## config.mk

```make
export PLATFORM = sky130hd
export DESIGN_NAME = unified_mem_arbiter
export DESIGN_NICKNAME = d
export VERILOG_FILES = /design/src/rtl/unified_mem_arbiter_pkg.sv /design/src/rtl/unified_mem_arbiter_starve_counter.sv /design/src/rtl/unified_mem_arbiter.sv
export SDC_FILE = /design/constraint.sdc
export NUM_CORES = 1
export LEC_CHECK = 0
export BUFFER_PORTS_ARGS = -buffer_cell sky130_fd_sc_hd__buf_2
export CAP_MARGIN = 20
export CORE_UTILIZATION = 51
export CTS_BUF_LIST = sky130_fd_sc_hd__clkbuf_4 sky130_fd_sc_hd__clkbuf_8
export DETAILED_ROUTE_END_ITERATION = 7
export GPL_ROUTABILITY_DRIVEN = 1
export HOLD_SLACK_MARGIN = 0.05
export PLACE_DENSITY_LB_ADDON = 0.2
export SYNTH_ARGS = -nofsm -noshare
export SYNTH_HDL_FRONTEND = slang
export SYNTH_SLANG_ARGS = --single-unit
```

## constraint.sdc

```tcl
create_clock -name clk -period 3 [get_ports clk]
set_clock_uncertainty 0.15 [all_clocks]
set_input_delay 0.75 -clock clk [delete_from_list [all_inputs] [get_ports clk]]
set_output_delay 0.75 -clock clk [all_outputs]
set_load 0.05 [all_outputs]
```

## src/rtl/unified_mem_arbiter_pkg.sv

```systemverilog
// Shared types for the unified memory arbiter: FSM state encoding and default bus widths.
package mem_arb_pkg;

    localparam int DEF_ADDR_W = 32;
    localparam int DEF_DATA_W = 32;

    typedef enum logic [1:0] {
        IDLE   = 2'd0,
        IF_ACC = 2'd1,
        DM_ACC = 2'd2,
        RESP   = 2'd3
    } arb_state_t;

endpackage

```

## src/rtl/unified_mem_arbiter_starve_counter.sv

```systemverilog
// arb_starve_counter: counts data grants made while fetch waits; o_hit when the count reaches LIMIT.
// Latency: count updates on the grant edge; o_hit is combinational from the count. No backpressure.
module arb_starve_counter #(
    parameter int LIMIT = 4
) (
    input  logic i_clk,
    input  logic i_rst,
    input  logic i_inc,
    input  logic i_clr,
    output logic o_hit
);

    logic [3:0] r_cnt;

    always_ff @(posedge i_clk) begin
        if (i_rst) begin
            r_cnt <= '0;
        end else if (i_clr) begin
            r_cnt <= '0;
        end else if (i_inc && !o_hit) begin
            r_cnt <= r_cnt + 4'd1;
        end
    end

    assign o_hit = (r_cnt == 4'(LIMIT));

endmodule

```

## src/rtl/unified_mem_arbiter.sv

```systemverilog
// unified_mem_arbiter: one single-ported memory shared by fetch and data; data wins, fetch is never preempted.
// Latency: mem_req one cycle after grant, ack one cycle after mem_ready; requesters stall until ack.
// Optional fetch starvation guard enabled by MEM_ARB_STARVE_GUARD_EN.
module unified_mem_arbiter
    import mem_arb_pkg::*;
#(
    parameter int ADDR_W       = DEF_ADDR_W,
    parameter int DATA_W       = DEF_DATA_W,
    parameter int STARVE_LIMIT = 4
) (
    input  logic              clk,
    input  logic              rst,
    input  logic              if_req,
    input  logic [ADDR_W-1:0] if_addr,
    output logic [DATA_W-1:0] if_rdata,
    output logic              if_ack,
    input  logic              dm_req,
    input  logic              dm_we,
    input  logic [ADDR_W-1:0] dm_addr,
    input  logic [DATA_W-1:0] dm_wdata,
    output logic [DATA_W-1:0] dm_rdata,
    output logic              dm_ack,
    output logic              mem_req,
    output logic              mem_we,
    output logic [ADDR_W-1:0] mem_addr,
    output logic [DATA_W-1:0] mem_wdata,
    input  logic [DATA_W-1:0] mem_rdata,
    input  logic              mem_ready,
    output logic              stall_f,
    output logic              stall_m,
    output logic              busy
);

    arb_state_t        r_state;
    arb_state_t        w_next_state;
    logic              w_grant_dm;
    logic              w_grant_if;
    logic              w_done;
    logic              w_starve_hit;

    logic              r_mem_req;
    logic              r_mem_we;
    logic [ADDR_W-1:0] r_mem_addr;
    logic [DATA_W-1:0] r_mem_wdata;
    logic [DATA_W-1:0] r_if_rdata;
    logic [DATA_W-1:0] r_dm_rdata;
    logic              r_if_ack;
    logic              r_dm_ack;

`ifdef MEM_ARB_STARVE_GUARD_EN
    logic w_starve_inc;

    assign w_starve_inc = w_grant_dm & if_req;

    arb_starve_counter #(
        .LIMIT (STARVE_LIMIT)
    ) u_starve (
        .i_clk (clk),
        .i_rst (rst),
        .i_inc (w_starve_inc),
        .i_clr (w_grant_if),
        .o_hit (w_starve_hit)
    );
`else
    assign w_starve_hit = 1'b0;
`endif

    always_comb begin
        w_next_state = r_state;
        w_grant_dm   = 1'b0;
        w_grant_if   = 1'b0;
        w_done       = 1'b0;
        case (r_state)
            IDLE: begin
                // Starvation hit only overrides data when fetch is actually waiting.
                if (dm_req && !(w_starve_hit && if_req)) begin
                    w_grant_dm   = 1'b1;
                    w_next_state = DM_ACC;
                end else if (if_req) begin
                    w_grant_if   = 1'b1;
                    w_next_state = IF_ACC;
                end
            end
            IF_ACC, DM_ACC: begin
                if (mem_ready) begin
                    w_done       = 1'b1;
                    w_next_state = RESP;
                end
            end
            RESP:    w_next_state = IDLE;
            default: w_next_state = IDLE;
        endcase
    end

    always_ff @(posedge clk) begin
        if (rst) begin
            r_state     <= IDLE;
            r_mem_req   <= 1'b0;
            r_mem_we    <= 1'b0;
            r_mem_addr  <= '0;
            r_mem_wdata <= '0;
            r_if_rdata  <= '0;
            r_dm_rdata  <= '0;
            r_if_ack    <= 1'b0;
            r_dm_ack    <= 1'b0;
        end else begin
            r_state  <= w_next_state;
            r_if_ack <= 1'b0;
            r_dm_ack <= 1'b0;
            if (w_grant_dm) begin
                r_mem_req   <= 1'b1;
                r_mem_we    <= dm_we;
                r_mem_addr  <= dm_addr;
                r_mem_wdata <= dm_wdata;
            end else if (w_grant_if) begin
                r_mem_req  <= 1'b1;
                r_mem_we   <= 1'b0;
                r_mem_addr <= if_addr;
            end
            if (w_done) begin
                r_mem_req <= 1'b0;
                r_mem_we  <= 1'b0;
                if (r_state == IF_ACC) begin
                    r_if_rdata <= mem_rdata;
                    r_if_ack   <= 1'b1;
                end else begin
                    r_dm_ack <= 1'b1;
                    if (!r_mem_we) begin
                        r_dm_rdata <= mem_rdata;
                    end
                end
            end
        end
    end

    assign mem_req   = r_mem_req;
    assign mem_we    = r_mem_we;
    assign mem_addr  = r_mem_addr;
    assign mem_wdata = r_mem_wdata;
    assign if_rdata  = r_if_rdata;
    assign dm_rdata  = r_dm_rdata;
    assign if_ack    = r_if_ack;
    assign dm_ack    = r_dm_ack;
    assign stall_f   = if_req & ~r_if_ack;
    assign stall_m   = dm_req & ~r_dm_ack;
    assign busy      = (r_state != IDLE);

endmodule

```

==> results.cfg <==
[run_status]
outcome = finished clean

[power_and_ir_drop]
powerDensity_nw_per_um2 = 1010
peakVddDrop_mv = 0.513
leakagePower_nw = 3.24

[flow_run]
max-cap-violations = 0

[yosys]
ys_warn_count = 0
syn_area_per_cell_um2 = 8.38
synth_top_family_by_area = compound AO/OA/AOI/OAI gates
synthDistinctLibCells = 28
synth-main-ff-cell = dfxtp_1
yosys-top-cells-area = dfxtp_1 50%, nand2_1 16%, a21oi_1 9.6%, a211oi_2 6.8%, a21oi_2 4.8%
synth_compound_area_share_pct = 22.3
synth_seq_cells = 134
synth_fp_nets = 773
synthMostInstantiatedCell = nand2_1
synth_simple_gate_area_share_pct = 20.3
synth_common_cells = 227 x nand2_1, 134 x dfxtp_1, 102 x a21oi_1, 34 x nor2_1
yosysTopAreaCellShare_pct = 50.3
synth-edff-count = 0
syn_area_um2 = 5330
async_flop_share_pct = 0
yosys.area_share.adder_pct = 0.704
seq_area_frac_synth_pct = 50.3
synth.area.mux_share_pct = 0
synthXorXnorAreaFrac_pct = 0
postSynthCellCount = 636
synth_top_area_cell = dfxtp_1

[cells_and_area]
fin_nets = 1022
diodes = 0
n_fill_cell = 840
syn_to_final_growth_pct = 32.9
seq_area_um2 = 2680
drive_gt1_share_pct = 41.6
multiInputGateArea_um2 = 2310
final_cell_count_no_fill = 1031

[clock_tree]
cts_resized = 0
cts-root-buf = clkbuf_8
cts_buffer_depth = 2
insertion_delay_ns = 0.42
clk_pin_slew_ns = 0.07
tritoncts = built
cts_num_sinks = 134
cts_made_buffers = 17
postCtsSetupRepairBufs = 0
htree_levels = 4
hold_buffers = 0

[setup_path]
path_buf_inv = 3
critPathArrivalTime_ns = 1.40
worstSetupPathType = flip-flop to output pin
path_max_fanout = 3
path_cells = inv_1 > ha_1 > inv_1 > buf_2
crit_family = buffers and inverters
required_ns = 2.10
critPathLaunchType = flip-flop
crit_path_max_incr_delay_ns = 0.34
worst_setup_path_end_kind = output pin
cp_slowest_cell = dfxtp_1
crit_top_cell = inv_1

[floorplanning]
die_y_um = 104
num_io_pins = 269
rows = 36
fp.coreArea_um2 = 9950
fp.dieArea_um2 = 10900
die_x_um = 104
start_util_pct = 53.5

[grt]
antenna_found_initial = 0
grt_pass1_vias = 4999
grt_usage_pct = 27.9
grt_max_degree = 77
grt_overflow = 0
grt_pass1_wl_um = 24100

[timing]
setup_ws_ns = 0.696
rsz0062_at_grt = false
setup_viol = 0
hold_viol_final = 0
tns_ns = 0
max_freq_mhz = 434
max_slew.worst_pin.slew_ns = 0.545
fin_crit_ns = 2.30
slew_headroom_pct = 63.7
slew_viol_final = 0
finalCritPeriodShare_pct = 76.8

[place]
place_ws_ns = 0.772
dp_hpwl_um = 10800
place_inst = 999
io_buffers = 268
gp_congestion = 0.800

[route]
drc = 0
antenna_left = 0
via_count = 5199
wl_per_cell_um = 14.4
viasPerCell = 5.04
firstDrtPassIters = 4
drtIter0Drc = 250
postRouteWirelength_um = 14800

[worst_hold_path]
worstHoldPathType = flip-flop to flip-flop
-- per-layer routing --
layer / part of all wire (%) / vias up / track usage [%]
li1: - / 2592 / -
met5: 0 / - / 0
met2: 51 / 211 / 47.6
met3: 6.8 / 28 / 8.96
met4: 2.6 / 0 / 13.8
met1: 40 / 2368 / 31.3
-- state kept, by name, summed over array words and instances, names as in the netlist --
| name | count |
|---|---|
| dm_rdata | 32 |
| if_rdata | 32 |
| mem_addr | 32 |
| mem_wdata | 32 |
| r_state | 2 |
| dm_ack | 1 |
| if_ack | 1 |
| mem_req | 1 |
| mem_we | 1 |
-- placed cells by master, fill, tap and decap left out --
cell | netlist | final
ha_1 | 3 | 3
buf_12 | 3 | 3
a21oi_2 | 29 | 29
clkinv_2 | 0 | 3
o21ai_0 | 1 | 1
a21oi_1 | 102 | 102
clkbuf_4 | 0 | 1
nand4bb_1 | 1 | 1
and3_1 | 1 | 1
clkbuf_8 | 0 | 20
inv_6 | 0 | 1
and4bb_1 | 1 | 1
buf_2 | 20 | 267
and2_2 | 0 | 1
dfxtp_1 | 134 | 134
nand3b_1 | 1 | 1
and3b_2 | 0 | 1
a221oi_1 | 1 | 1
nand3_1 | 2 | 2
a21boi_0 | 1 | 1
inv_1 | 4 | 4
nor3_1 | 3 | 3
clkinvlp_4 | 0 | 1
nor2b_1 | 1 | 1
clkinv_4 | 0 | 3
nand2_2 | 0 | 1
nor2_1 | 34 | 34
buf_4 | 4 | 11
nand2_1 | 227 | 226
bufinv_16 | 0 | 3
nand2b_1 | 3 | 3
a211oi_1 | 5 | 5
a211oi_2 | 29 | 29
-- power breakdown --
part,internal (W),total (W),switching [W]
Sequential,0.00215,0.00233,0.000179
Clock,0.000901,0.00158,0.000682
Combinational,0.000809,0.00321,0.00240
-- layout make-up --
class	count	area share, %
Timing Repair Buffer	281	20.9
Sequential cell	134	37.9
Clock buffer	21	3.99
Inverter	4	0.212
Tap cell	133	2.35
Clock inverter	11	2.08
Multi-Input combinational cell	447	32.6
-- worst register-to-register path, stage by stage, from the launching register on --
cell,delay (ns)
dfxtp_1,0.34
inv_1,0.08
ha_1,0.42
and3_1,0.50
buf_12,0.23
nand2_1,0.09
a21oi_1,0.13
-- worst paths after layout --
kind	start	end	cells past startpoint	slack (ns)
min	if_rdata[0]$_SDFFE_PP0P_	if_rdata[0]$_SDFFE_PP0P_	2	0.30
max reg2reg	r_state[0]$_SDFFE_PP0P_	if_rdata[6]$_SDFFE_PP0P_	6	1.00
min reg2reg	if_rdata[0]$_SDFFE_PP0P_	if_rdata[0]$_SDFFE_PP0P_	2	0.30
max	r_state[0]$_SDFFE_PP0P_	busy	4	0.70
-- per-stage QoR --
| stage | power, W | utilization [%] | area (µm²) | hold slack (ns) |
|---|---|---|---|---|
| floorplan | 0.00492 | - | 5330 | 0.334 |
| global placement | 0.00551 | 66.8 | 6650 | 0.289 |
| detailed placement | 0.00559 | 66.8 | 6650 | 0.293 |
| CTS | 0.00718 | 71.2 | 7080 | 0.303 |
| global route | 0.00750 | 71.2 | 7080 | 0.314 |
| finish | 0.00713 | 71.2 | 7080 | 0.302 |
-- logic make-up after synthesis --
logic type | Yosys count
DFF | 134
adders and majority gates | 3
buffers and inverters | 55
and+or+nand+nor | 276
AOI/OAI and AO/OA | 168
No activity file was read; power rests on OpenSTA's default activity.
